--- src/rtl/ins_fetch_if.sv ---
// Instruction-memory request/response bus between the fetch stage and imem.
interface ins_fetch_if;
  logic        imem_req;
  logic [31:0] imem_addr;
  logic        imem_ack;
  logic [31:0] imem_data;

  modport master (output imem_req, imem_addr, input imem_ack, imem_data);
  modport slave  (input imem_req, imem_addr, output imem_ack, imem_data);
endinterface

--- src/rtl/ins_fetch.sv ---
// Instruction fetch stage: PC sequencing, imem handshake, decode hand-off, ack timeout.
// Optional one-entry skid buffer for transfers landing during stall: macro FETCH_SKID_EN.
module ins_fetch #(
  parameter logic [31:0] RESET_PC    = 32'h0000_0000,
  parameter logic [7:0]  ACK_TIMEOUT = 8'd255
) (
  input  logic              clk,
  input  logic              rst,
  input  logic              stall,
  input  logic              branch_flag,
  input  logic [31:0]       branch_target,
  ins_fetch_if.master       imem,
  output logic [31:0]       insDecode_pc,
  output logic [31:0]       insDecode_ins,
  output logic              ins_valid,
  output logic              imem_timeout
);

  typedef enum logic [0:0] {FETCH, SKID_FULL} state_t;

  state_t      state, state_next;
  logic [31:0] pc;
  logic        started;
  logic [7:0]  ack_cnt;
  logic [8:0]  cnt_inc;
  logic        transfer;
  logic        load_fetch;
  logic        load_bubble;
`ifdef FETCH_SKID_EN
  logic        load_skid;
  logic        skid_wr;
  logic [31:0] skid_pc;
  logic [31:0] skid_ins;
`endif

  assign imem.imem_addr = pc & 32'hFFFF_FFFC;
  assign cnt_inc        = {1'b0, ack_cnt} + 9'd1;

  always_ff @(posedge clk or negedge rst) begin
    if (!rst) state <= FETCH;
    else      state <= state_next;
  end

  always_comb begin
    state_next    = state;
    load_fetch    = 1'b0;
    load_bubble   = 1'b0;
`ifdef FETCH_SKID_EN
    load_skid     = 1'b0;
    skid_wr       = 1'b0;
    imem.imem_req = started && (state == FETCH);
`else
    imem.imem_req = started && (state == FETCH) && !stall;
`endif
    transfer      = imem.imem_req && imem.imem_ack;
    if (branch_flag) begin
      state_next = FETCH;
    end else begin
      case (state)
        FETCH: begin
          if (!stall) begin
            load_fetch  = transfer;
            load_bubble = !transfer;
          end
`ifdef FETCH_SKID_EN
          else if (transfer) begin
            skid_wr    = 1'b1;
            state_next = SKID_FULL;
          end
`endif
        end
        SKID_FULL: begin
`ifdef FETCH_SKID_EN
          if (!stall) begin
            load_skid  = 1'b1;
            state_next = FETCH;
          end
`else
          state_next = FETCH;
`endif
        end
        default: state_next = FETCH;
      endcase
    end
  end

  // Branch wins over everything: redirect pc and drop any transfer this cycle.
  always_ff @(posedge clk or negedge rst) begin
    if (!rst) begin
      pc      <= RESET_PC;
      started <= 1'b0;
    end else begin
      started <= 1'b1;
      if (branch_flag)   pc <= branch_target & 32'hFFFF_FFFC;
      else if (transfer) pc <= imem.imem_addr + 32'd4;
    end
  end

  always_ff @(posedge clk or negedge rst) begin
    if (!rst) begin
      insDecode_pc  <= '0;
      insDecode_ins <= '0;
      ins_valid     <= 1'b0;
    end else if (branch_flag) begin
      insDecode_ins <= '0;
      ins_valid     <= 1'b0;
    end else if (load_fetch) begin
      insDecode_pc  <= imem.imem_addr;
      insDecode_ins <= imem.imem_data;
      ins_valid     <= 1'b1;
    end else if (load_bubble) begin
      insDecode_ins <= '0;
      ins_valid     <= 1'b0;
    end
`ifdef FETCH_SKID_EN
    else if (load_skid) begin
      insDecode_pc  <= skid_pc;
      insDecode_ins <= skid_ins;
      ins_valid     <= 1'b1;
    end
`endif
  end

`ifdef FETCH_SKID_EN
  always_ff @(posedge clk or negedge rst) begin
    if (!rst) begin
      skid_pc  <= '0;
      skid_ins <= '0;
    end else if (skid_wr) begin
      skid_pc  <= imem.imem_addr;
      skid_ins <= imem.imem_data;
    end
  end
`endif

  // Counter saturates so a long outage cannot wrap back below the threshold.
  always_ff @(posedge clk or negedge rst) begin
    if (!rst) begin
      ack_cnt      <= '0;
      imem_timeout <= 1'b0;
    end else if (branch_flag || transfer) begin
      ack_cnt <= '0;
    end else if (imem.imem_req && !imem.imem_ack) begin
      if (ack_cnt != '1) ack_cnt <= cnt_inc[7:0];
      if (cnt_inc >= {1'b0, ACK_TIMEOUT}) imem_timeout <= 1'b1;
    end
  end

endmodule
--- src/flat_wrapper.sv ---
// flat-port wrapper written by rule: the top's interface ports become plain ports
module ins_fetch_flat 
#(
  parameter logic [31:0] RESET_PC    = 32'h0000_0000,
  parameter logic [7:0]  ACK_TIMEOUT = 8'd255
)
  (clk, rst, stall, branch_flag, branch_target, insDecode_pc, insDecode_ins, ins_valid, imem_timeout, imem_imem_req, imem_imem_addr, imem_imem_ack, imem_imem_data);
  ins_fetch_if imem_i ();
  input  logic clk;
  input  logic rst;
  input  logic stall;
  input  logic branch_flag;
  input  logic [31:0] branch_target;
  output logic [31:0] insDecode_pc;
  output logic [31:0] insDecode_ins;
  output logic ins_valid;
  output logic imem_timeout;
  output wire logic [$bits(imem_i.imem_req)-1:0] imem_imem_req;
  output wire logic [$bits(imem_i.imem_addr)-1:0] imem_imem_addr;
  input wire logic [$bits(imem_i.imem_ack)-1:0] imem_imem_ack;
  input wire logic [$bits(imem_i.imem_data)-1:0] imem_imem_data;
  assign imem_imem_req = imem_i.imem_req;
  assign imem_imem_addr = imem_i.imem_addr;
  assign imem_i.imem_ack = imem_imem_ack;
  assign imem_i.imem_data = imem_imem_data;
  ins_fetch #(.RESET_PC(RESET_PC), .ACK_TIMEOUT(ACK_TIMEOUT)) u_core (.clk(clk), .rst(rst), .stall(stall), .branch_flag(branch_flag), .branch_target(branch_target), .imem(imem_i), .insDecode_pc(insDecode_pc), .insDecode_ins(insDecode_ins), .ins_valid(ins_valid), .imem_timeout(imem_timeout));
endmodule
--- config.mk ---
export PLATFORM = sky130hd
export DESIGN_NAME = ins_fetch_flat
export DESIGN_NICKNAME = d
export VERILOG_FILES = /design/src/rtl/ins_fetch_if.sv /design/src/rtl/ins_fetch.sv /design/src/flat_wrapper.sv
export SDC_FILE = /design/constraint.sdc
export NUM_CORES = 1
export LEC_CHECK = 0
export BUFFER_PORTS_ARGS = -buffer_cell sky130_fd_sc_hd__buf_2
export CELL_PAD_IN_SITES_DETAIL_PLACEMENT = 0
export CELL_PAD_IN_SITES_GLOBAL_PLACEMENT = 1
export CORE_AREA = 5 5 116 118
export CTS_BUF_LIST = sky130_fd_sc_hd__clkbuf_2
export DETAILED_ROUTE_END_ITERATION = 16
export DIE_AREA = 0 0 121 123
export PLACE_DENSITY = 0.83
export SETUP_SLACK_MARGIN = 0.05
export SYNTH_ARGS = -nofsm -noshare
export SYNTH_HDL_FRONTEND = slang
export SYNTH_SLANG_ARGS = --single-unit
export TNS_END_PERCENT = 5
--- constraint.sdc ---
create_clock -name clk -period 2.2 [get_ports clk]
set_input_delay 0.44 -clock clk [delete_from_list [all_inputs] [get_ports clk]]
set_output_delay 0.44 -clock clk [all_outputs]
set_load 0.02 [all_outputs]
==> impl_metrics.yaml, run 1 <==
status:
  status: "completed"
floorplanning:
  die_area_um2: 14900
  start_util: 0.378
  core_um2: 12400
  pin_count: 168
  die_h_um: 123
  rows: 41
  die_x_um: 121
layout:
  fillers: 1103
  final_cells: 819
  drive_above_1_share: 0.386
  nets: 714
  fin_area_um2: 6400
  area_growth_pct: 36.8
critical_path:
  crit_chain: "nand4_1 -> or4_4 -> or4_1 -> a31oi_1"
  required_ns: 2.76
  critPathLaunch: "u_core.pc[14]"
  cp-start-kind: "flip-flop"
  cp_max_fo: 14
  timing.rr.end: "u_core.pc[25]"
  cp_slowest_cell: "dfrtp_1"
  crit_family: "simple AND/OR/NAND/NOR gates"
  cp-endpoint: "u_core.pc[25]"
  reg2regPathDepth: 4
  worstPathArrival_ns: 2.59
  cp_num_cells: 4
  setup.worst_path.class: "flip-flop to flip-flop"
  r2r_start: "u_core.pc[14]"
  r2r_slack_ns: 0.17
  path_buf_inv: 0
  cp-end-kind: "flip-flop"
  critPathMaxStageDelay_ns: 0.63
clock_tree:
  cts-root-buf: "clkbuf_2"
  cts_inserted_buffers: 9
  h-tree-depth: 3
  cts_tree: "built"
  clock_sinks: 103
  cts_max_path_buffers: 2
  clk_latency_ns: 0.62
  clk_pin_slew_ns: 0.28
grt:
  met2_usage: 0.299
  grt_pass1_wl_mm: 21.1
  busiest_layer: "met2"
  grt_pass1_vias: 4241
  antenna_found_initial: 1
  overflow: 0
  grt_max_degree: 51
  track_usage: 0.179
  grt.met1_usage: 0.233
  met3_usage: 0.0316
timing:
  skew_ns: 0.0320
  rsz0062_at_grt: "true"
  min_period_over_period: 0.921
  hold_viol_final: 0
  tns_ns: 0
  slew_viol_final: 0
  setup_violations: 0
  max_clock_freq_mhz: 494
  fin_crit_ns: 2.03
  slew_headroom: 0.231
  tightest_slew_ns: 1.15
  setup_slack_ns: 0.174
synth:
  synthArstFlopShare: 1.00
  yosys-top-cells-area: "dfrtp_1 55%, mux2_2 7.2%, a22o_1 5.1%"
  synth_seq_cells: 103
  synth_edf_count: 0
  yosys-top-cells-count: "103 x dfrtp_1, 30 x mux2_2, 27 x a22o_1, 27 x nor2_1"
  ys_seq_area_frac: 0.551
  synth.most_common_cell: "dfrtp_1"
  synth_flop_cell: "dfrtp_1"
  avgSynthCellArea_um2: 11.1
  synth_area_um2: 4680
  synth_top_area_cell: "dfrtp_1"
  yosys_warnings: 0
  ys_types: 48
  synth_top_area_frac: 0.551
  synthCells: 421
power:
  p_per_area_nw_per_um2: 645
  leakage_nw: 3.05
  p_total_mw: 4.13
  peakVddDrop_v: 0.000324
place:
  placed_cells: 757
  place_area_um2: 5850
  place_ws_ns: 0.0788
  place_hpwl_mm: 9.34
  port-buffer-count: 161
  finalWeightedCongestion: 0.779
route:
  num_vias: 4179
  viasPerCell: 5.10
  drt-total-wl_mm: 13.4
  wl_per_cell_um: 16.4
  first_iter_violations: 300
  drc: 0
  drtPass1Iterations: 4
  drtAntennaViolNets: 0
run:
  cap_violations: 0
worst_hold_path:
  min_from: "branch_target[23]"
  worstHoldPathType: "primary input to flip-flop"
==> worst min-delay path by stage <==
stage / to / slack (ns) / cells after the start
floorplan: u_core.ack_cnt[0] / 0.14 / 0
global placement: u_core.imem_timeout / 0.44 / 1
detailed placement: u_core.imem_timeout / 0.44 / 1
CTS: u_core.insDecode_ins[7] / 0.0003 / 2
global route: u_core.pc[23] / 0.003 / 3
finish: u_core.pc[23] / 0.04 / 3
==> state kept, by name (all words and copies together) (netlist names) <==
name / cells
u_core.insDecode_ins: 32
u_core.insDecode_pc: 30
u_core.pc: 30
u_core.ack_cnt: 8
u_core.imem_timeout: 1
u_core.ins_valid: 1
u_core.started: 1
==> logic make-up (layout without fill, tap and decap cells) <==
group,count (synthesis),after routing,synth area share
and+or+nand+nor,127,127,0.152
adders and majority gates,3,3,0.00803
AOI/OAI and AO/OA,103,103,0.153
xor gates and xnor gates,13,13,0.0244
muxes,31,31,0.0744
other,2,7,0.00161
buffers and inverters,39,260,0.0353
DFF,103,103,0.551
==> final cells by class <==
type	count	area, µm²	area share
Tap cell	172	215	0.0336
Multi-Input combinational cell	282	1960	0.306
Antenna cell	2	5.00	0.000782
Clock inverter	5	36.3	0.00567
Inverter	10	37.5	0.00587
Clock buffer	9	45.0	0.00704
Timing Repair Buffer	236	1520	0.237
Sequential cell	103	2580	0.403
==> worst min-delay path, stage by stage <==
cell and delay, ns:
buf_2 0.09, nor2_1 0.07, a31oi_1 0.04
==> power breakdown <==
part           switching [mW]  leakage (nW)  internal [mW]  total [mW]
registers               0.151          1.30           2.10        2.25
clock network           0.644        0.0580          0.142       0.786
logic                   0.624          1.69          0.466        1.09
total                    1.42          3.05           2.71        4.13
==> layer usage <==
| layer | vias up | routed length [µm] |
|---|---|---|
| li1 | 1988 | - |
| met1 | 2029 | 5820 |
| met2 | 144 | 6640 |
| met3 | 18 | 740 |
| met4 | 0 | 239 |
| met5 | - | 0 |
==> placed cells by master (no fill, tap or decap), types with 4 or more instances in the layout <==
| cell type | n |
|---|---|
| clkbuf_2 | 9 |
| a21oi_1 | 5 |
| or4_1 | 11 |
| o21ai_0 | 26 |
| nor4_1 | 5 |
| nor3_1 | 4 |
| o31ai_1 | 7 |
| buf_4 | 29 |
| conb_1 | 5 |
| dfrtp_1 | 101 |
| xnor2_1 | 8 |
| dlygate4sd3_1 | 44 |
| a22oi_1 | 5 |
| or3_1 | 11 |
| nand4_1 | 13 |
| a21o_1 | 5 |
| nor2_1 | 26 |
| and3_1 | 4 |
| nand2_1 | 26 |
| a22o_1 | 27 |
| xor2_1 | 5 |
| inv_1 | 9 |
| a31oi_1 | 17 |
| buf_2 | 160 |
| mux2_2 | 30 |
| nand3_1 | 9 |
==> timing repair <==
action | in CTS | in global routing
buffers inserted | 0 | 2
gates resized for setup | 0 | 4
hold buffers | 42 | 2
hold endpoints to repair | 78 | 2
endpoints found under the setup margin | 0 | 7
==> per-stage QoR <==
step / utilization / hold WS [ns]
detailed placement: 0.473 / 0.444
finish: 0.518 / 0.0389
global route: 0.517 / 0.00322
CTS: 0.514 / 0.000296
floorplan: - / 0.144
global placement: 0.473 / 0.440
No activity file was read; power rests on OpenSTA's default activity.
==> run 2, diff against run 1 <==
--- a/config.mk
+++ b/config.mk
@@ -12,8 +12,8 @@
 export CTS_BUF_LIST = sky130_fd_sc_hd__clkbuf_2
 export DETAILED_ROUTE_END_ITERATION = 16
 export DIE_AREA = 0 0 121 123
+export MAX_ROUTING_LAYER = met4
 export PLACE_DENSITY = 0.83
-export SETUP_SLACK_MARGIN = 0.05
 export SYNTH_ARGS = -nofsm -noshare
 export SYNTH_HDL_FRONTEND = slang
 export SYNTH_SLANG_ARGS = --single-unit
==> run 2 against run 1 <==
  * Sequential cell count unchanged
  * Clock skew decreased by 0.0011 ns
  * Critical path type unchanged
  * Wire length is 1.0% lower
==> impl_metrics.yaml, run 2 (synthesized netlist as in run 1, its figures left out) <==
clock_tree:
  clock_sinks: 103
  cts_max_path_buffers: 2
  cts-root-buf: "clkbuf_2"
  cts_tree: "built"
  h-tree-depth: 3
  clk_pin_slew_ns: 0.28
  cts_inserted_buffers: 9
  clk_latency_ns: 0.62
  postCtsSetupBuffers: 0
floorplanning:
  start_util: 0.378
  pin_count: 168
  die_h_um: 123
  rows: 41
  core_um2: 12400
  die_area_um2: 14900
  die_x_um: 121
grt:
  grt_max_degree: 51
  overflow: 0
  track_usage: 0.184
  antenna_found_initial: 1
  grt_pass1_wl_mm: 21.0
  grt_pass1_vias: 4245
route:
  wl_per_cell_um: 16.3
  drc: 0
  viasPerCell: 5.10
  drtPass1Iterations: 4
  drtAntennaViolNets: 0
  num_vias: 4163
  drt-total-wl_mm: 13.3
  first_iter_violations: 313
layout:
  multi_input_area_um2: 1960
  final_cell_mix: "160 x buf_2, 101 x dfrtp_1, 44 x dlygate4sd3_1, 30 x mux2_2"
  area_growth_pct: 36.5
  final_cells: 817
  largest_register_ffs: 32
  final_common_cell: "buf_2"
  drive_above_1_share: 0.383
  largestRegisters: "u_core.insDecode_ins x32, u_core.insDecode_pc x30, u_core.pc x30"
  fillers: 1103
  nets: 712
  top_register: "u_core.insDecode_ins"
  ff_latch_area_um2: 2580
  final_core_util: 0.516
timing:
  min_period_over_period: 0.925
  fin_crit_ns: 2.04
  setup_violations: 0
  tns_ns: 0
  max_clock_freq_mhz: 491
  hold_viol_final: 0
  slew_viol_final: 0
  skew_ns: 0.0309
  slew_headroom: 0.242
  tightest_slew_ns: 1.13
  whs_ns: 0.0345
  rsz0062_at_grt: "false"
critical_path:
  critPathLaunch: "u_core.pc[3]"
  cp_max_fo: 8
  worstPathArrival_ns: 2.58
  r2r_slack_ns: 0.16
  cp-start-kind: "flip-flop"
  timing.rr.end: "u_core.pc[22]"
  setup.worst_path.class: "flip-flop to flip-flop"
  reg2regPathDepth: 6
  required_ns: 2.75
  cp-endpoint: "u_core.pc[22]"
  cp-end-kind: "flip-flop"
  r2r_start: "u_core.pc[3]"
place:
  placed_cells: 757
  port-buffer-count: 161
  finalWeightedCongestion: 0.790
  place_hpwl_mm: 9.34
power:
  peakVddDrop_v: 0.000324
  leakage_nw: 3.04
  p_per_area_nw_per_um2: 646
status:
  status: "completed"
run:
  cap_violations: 0
worst_hold_path:
  worstHoldPathType: "primary input to flip-flop"
## run 2: cell types whose count changed in the layout (fill, tap and decap cells not counted), sizes merged
cell / previous run / this run
buf: 192 / 190
## run 2: layout make-up
cell class                      count  area share
Multi-Input combinational cell    282       0.307
Timing Repair Buffer              234       0.236
Tap cell                          172      0.0337
Antenna cell                        2    0.000784
Sequential cell                   103       0.404
Inverter                           10     0.00588
Clock buffer                        9     0.00706
Clock inverter                      5     0.00569
## run 2: worst min-delay path by stage
stage                              end  depth (start not counted)                 from
2_1_floorplan        u_core.ack_cnt[0]                          0                  rst
3_3_place_gp       u_core.imem_timeout                          1  u_core.imem_timeout
3_5_place_dp       u_core.imem_timeout                          1  u_core.imem_timeout
4_1_cts        u_core.insDecode_ins[7]                          2    imem_imem_data[7]
5_1_grt                  u_core.pc[23]                          3    branch_target[23]
6_report                 u_core.pc[24]                          3    branch_target[24]
## run 2: metrics by stage
stage	setup WS [ns]	area, µm²	power [mW]
finish	0.165	6380	4.12
global route	0.00725	6380	4.35
CTS	0.0810	6350	4.16
detailed placement	0.0788	5850	3.32
global placement	0.110	5850	3.29
floorplan	0.0935	4690	2.85
## run 2: per-layer routing
layer,vias up,GRT usage,wire length [µm]
met3,19,0.0293,714
met5,-,-,0
li1,1985,-,-
met1,2024,0.233,5780
met4,0,0.0708,252
met2,135,0.299,6560
## run 2: power by group
group | internal [mW] | total (mW) | switching [mW] | leakage (nW)
sequential | 2.10 | 2.25 | 0.151 | 1.30
clock | 0.142 | 0.784 | 0.642 | 0.0580
combinational | 0.462 | 1.08 | 0.622 | 1.69
total | 2.71 | 4.12 | 1.42 | 3.04
## run 2: what timing repair did
item                                    in CTS  in global routing
endpoints found under the setup margin       0                  5
endpoints found under the hold margin       78                  2
hold buffers                                42                  2
resized for setup                            0                  3
## run 2: worst max-delay path, stage by stage, from the launching register on
cell and delay [ns]:
dfrtp_1 0.42, ha_1 0.24, nand4_1 0.12, or4_4 0.46, buf_4 0.18, or3_1 0.34, a31oi_1 0.19
==> run 3, diff against run 2 <==
--- a/config.mk
+++ b/config.mk
@@ -5,15 +5,16 @@
 export SDC_FILE = /design/constraint.sdc
 export NUM_CORES = 1
 export LEC_CHECK = 0
-export BUFFER_PORTS_ARGS = -buffer_cell sky130_fd_sc_hd__buf_2
 export CELL_PAD_IN_SITES_DETAIL_PLACEMENT = 0
 export CELL_PAD_IN_SITES_GLOBAL_PLACEMENT = 1
-export CORE_AREA = 5 5 116 118
+export CORE_AREA = 5 5 115 117
 export CTS_BUF_LIST = sky130_fd_sc_hd__clkbuf_2
 export DETAILED_ROUTE_END_ITERATION = 16
-export DIE_AREA = 0 0 121 123
+export DIE_AREA = 0 0 120 122
+export DONT_BUFFER_PORTS = 1
 export MAX_ROUTING_LAYER = met4
-export PLACE_DENSITY = 0.83
+export PLACE_DENSITY = 0.68
+export REMOVE_ABC_BUFFERS = 1
 export SYNTH_ARGS = -nofsm -noshare
 export SYNTH_HDL_FRONTEND = slang
 export SYNTH_SLANG_ARGS = --single-unit
==> run 3 against run 2 <==
  * The run now ends with hold timing left
  * Clock power is 31% higher
  * Utilization decreased by 3.2 points
  * First-iteration DRC count down 18%
  * Register-to-register slack got worse by 0.02 ns
  * Power increased by 0.73%
  * Sequential power grew 10%
  * Via count fell by 9.9%
  * Critical path type unchanged
  * Critical endpoint is now u_core.pc[31]
==> impl_metrics.yaml, run 3 (synthesized netlist as in run 1, its figures left out) <==
layout:
  diodes: 0
  top_register: "u_core.insDecode_ins"
  final_cell_mix: "102 x dfrtp_1, 68 x dlygate4sd3_1, 42 x buf_4, 30 x mux2_2, 27 x a22o_1"
  ff_latch_area_um2: 2580
  final_common_cell: "dfrtp_1"
  nets: 590
  largestRegisters: "u_core.insDecode_ins x32, u_core.insDecode_pc x30, u_core.pc x30"
  largest_register_ffs: 32
  multi_input_area_um2: 1960
  final_cells: 673
  fillers: 1087
  final_core_util: 0.484
  drive_above_1_share: 0.193
  area_growth_pct: 27.0
power:
  peakVddDrop_v: 0.000427
  p_per_area_nw_per_um2: 699
  leakage_nw: 2.53
timing:
  setup_violations: 0
  slew_viol_final: 0
  rsz0062_at_grt: "false"
  skew_ns: 0.0169
  hold_viol_final: 103
  tns_ns: 0
  min_period_over_period: 0.932
  fin_crit_ns: 2.05
  max_clock_freq_mhz: 488
  whs_ns: -0.523
status:
  violations: "hold timing"
  status: "complete, but fails checks"
clock_tree:
  clock_sinks: 103
  cts_inserted_buffers: 9
  h-tree-depth: 3
  clk_pin_slew_ns: 0.29
  cts_max_path_buffers: 2
  ctsHoldBuffers: 69
  clk_latency_ns: 0.60
  cts_tree: "built"
  cts-root-buf: "clkbuf_2"
place:
  placed_cells: 588
  port-buffer-count: 0
  finalWeightedCongestion: 0.759
  place_hpwl_mm: 8.41
grt:
  track_usage: 0.180
  antenna_found_initial: 0
  grt_pass1_wl_mm: 20.3
  overflow: 0
  grt_pass1_vias: 3840
  grt_max_degree: 104
route:
  num_vias: 3750
  drt-total-wl_mm: 12.6
  drtPass1Iterations: 6
  first_iter_violations: 258
  wl_per_cell_um: 18.8
  drtAntennaViolNets: 0
  drc: 0
  viasPerCell: 5.57
floorplanning:
  pin_count: 168
  core_um2: 12300
  start_util: 0.381
  die_x_um: 120
  die_area_um2: 14600
  rows: 41
  die_h_um: 122
critical_path:
  setup.worst_path.class: "flip-flop to flip-flop"
  required_ns: 2.74
  cp_max_fo: 6
  cp-end-kind: "flip-flop"
  critPathLaunch: "u_core.started"
  r2r_start: "u_core.started"
  cp-start-kind: "flip-flop"
  worstPathArrival_ns: 2.59
worst_hold_path:
  worstHoldPathType: "primary input to async pin"
run:
  cap_violations: 0
## run 3: repair_timing
item / CTS / global route
endpoints found under the setup margin: 0 / 3
hold endpoints to repair: 169 / 103
resized for setup: 0 / 2
buffers inserted: 0 / 0
## run 3: path summary, 6_finish.rpt
path / to / slack [ns] / depth (start not counted)
min in group clk: u_core.insDecode_pc[6] / 0.12 / 2
max in group asynchronous: u_core.ack_cnt[4] / 2.56 / 0
min: u_core.insDecode_ins[24] / -0.52 / 0
min reg2reg: u_core.ack_cnt[7] / 0.61 / 1
max reg2reg: u_core.pc[31] / 0.15 / 4
max: u_core.pc[31] / 0.15 / 4
## run 3: layout make-up
type                    count  area share
flip-flops and latches    103       0.434
clock inverters             7      0.0162
well taps                 150      0.0316
clock buffers               9     0.00758
inverters                  10     0.00632
repair buffers            112       0.174
multi-input cells         282       0.330
## run 3: per-layer routing
metal / global-route usage / vias to the layer above / routed length, µm
met5: - / - / 0
met4: 0.0651 / 0 / 216
met3: 0.0552 / 14 / 1080
met2: 0.284 / 139 / 5960
met1: 0.219 / 1845 / 5380
li1: - / 1752 / -
## run 3: where the power goes
part           internal [mW]  switching [mW]  total (mW)  leakage, nW
combinational          0.337           0.310       0.648         1.16
sequential              2.10           0.373        2.48         1.30
clock                  0.375           0.653        1.03       0.0745
total                   2.82            1.34        4.15         2.53
## run 3: critical path: stages (launching register included)
cell      delay [ns]
dfrtp_2         0.48
nand4b_1        0.25
or4_1           0.59
or4_1           0.48
a31oi_1         0.18
## run 3: per-stage QoR
step	total power [mW]	setup slack, ns	hold WS (ns)	instance area (µm²)
6_report	4.15	0.149	-0.523	5940
5_1_grt	4.37	0.00958	-0.625	5940
4_1_cts	4.22	0.102	-0.616	5930
3_5_place_dp	3.05	0.129	0.148	5090
3_3_place_gp	3.03	0.159	0.147	5090
2_1_floorplan	2.83	-1.27	0.144	4560
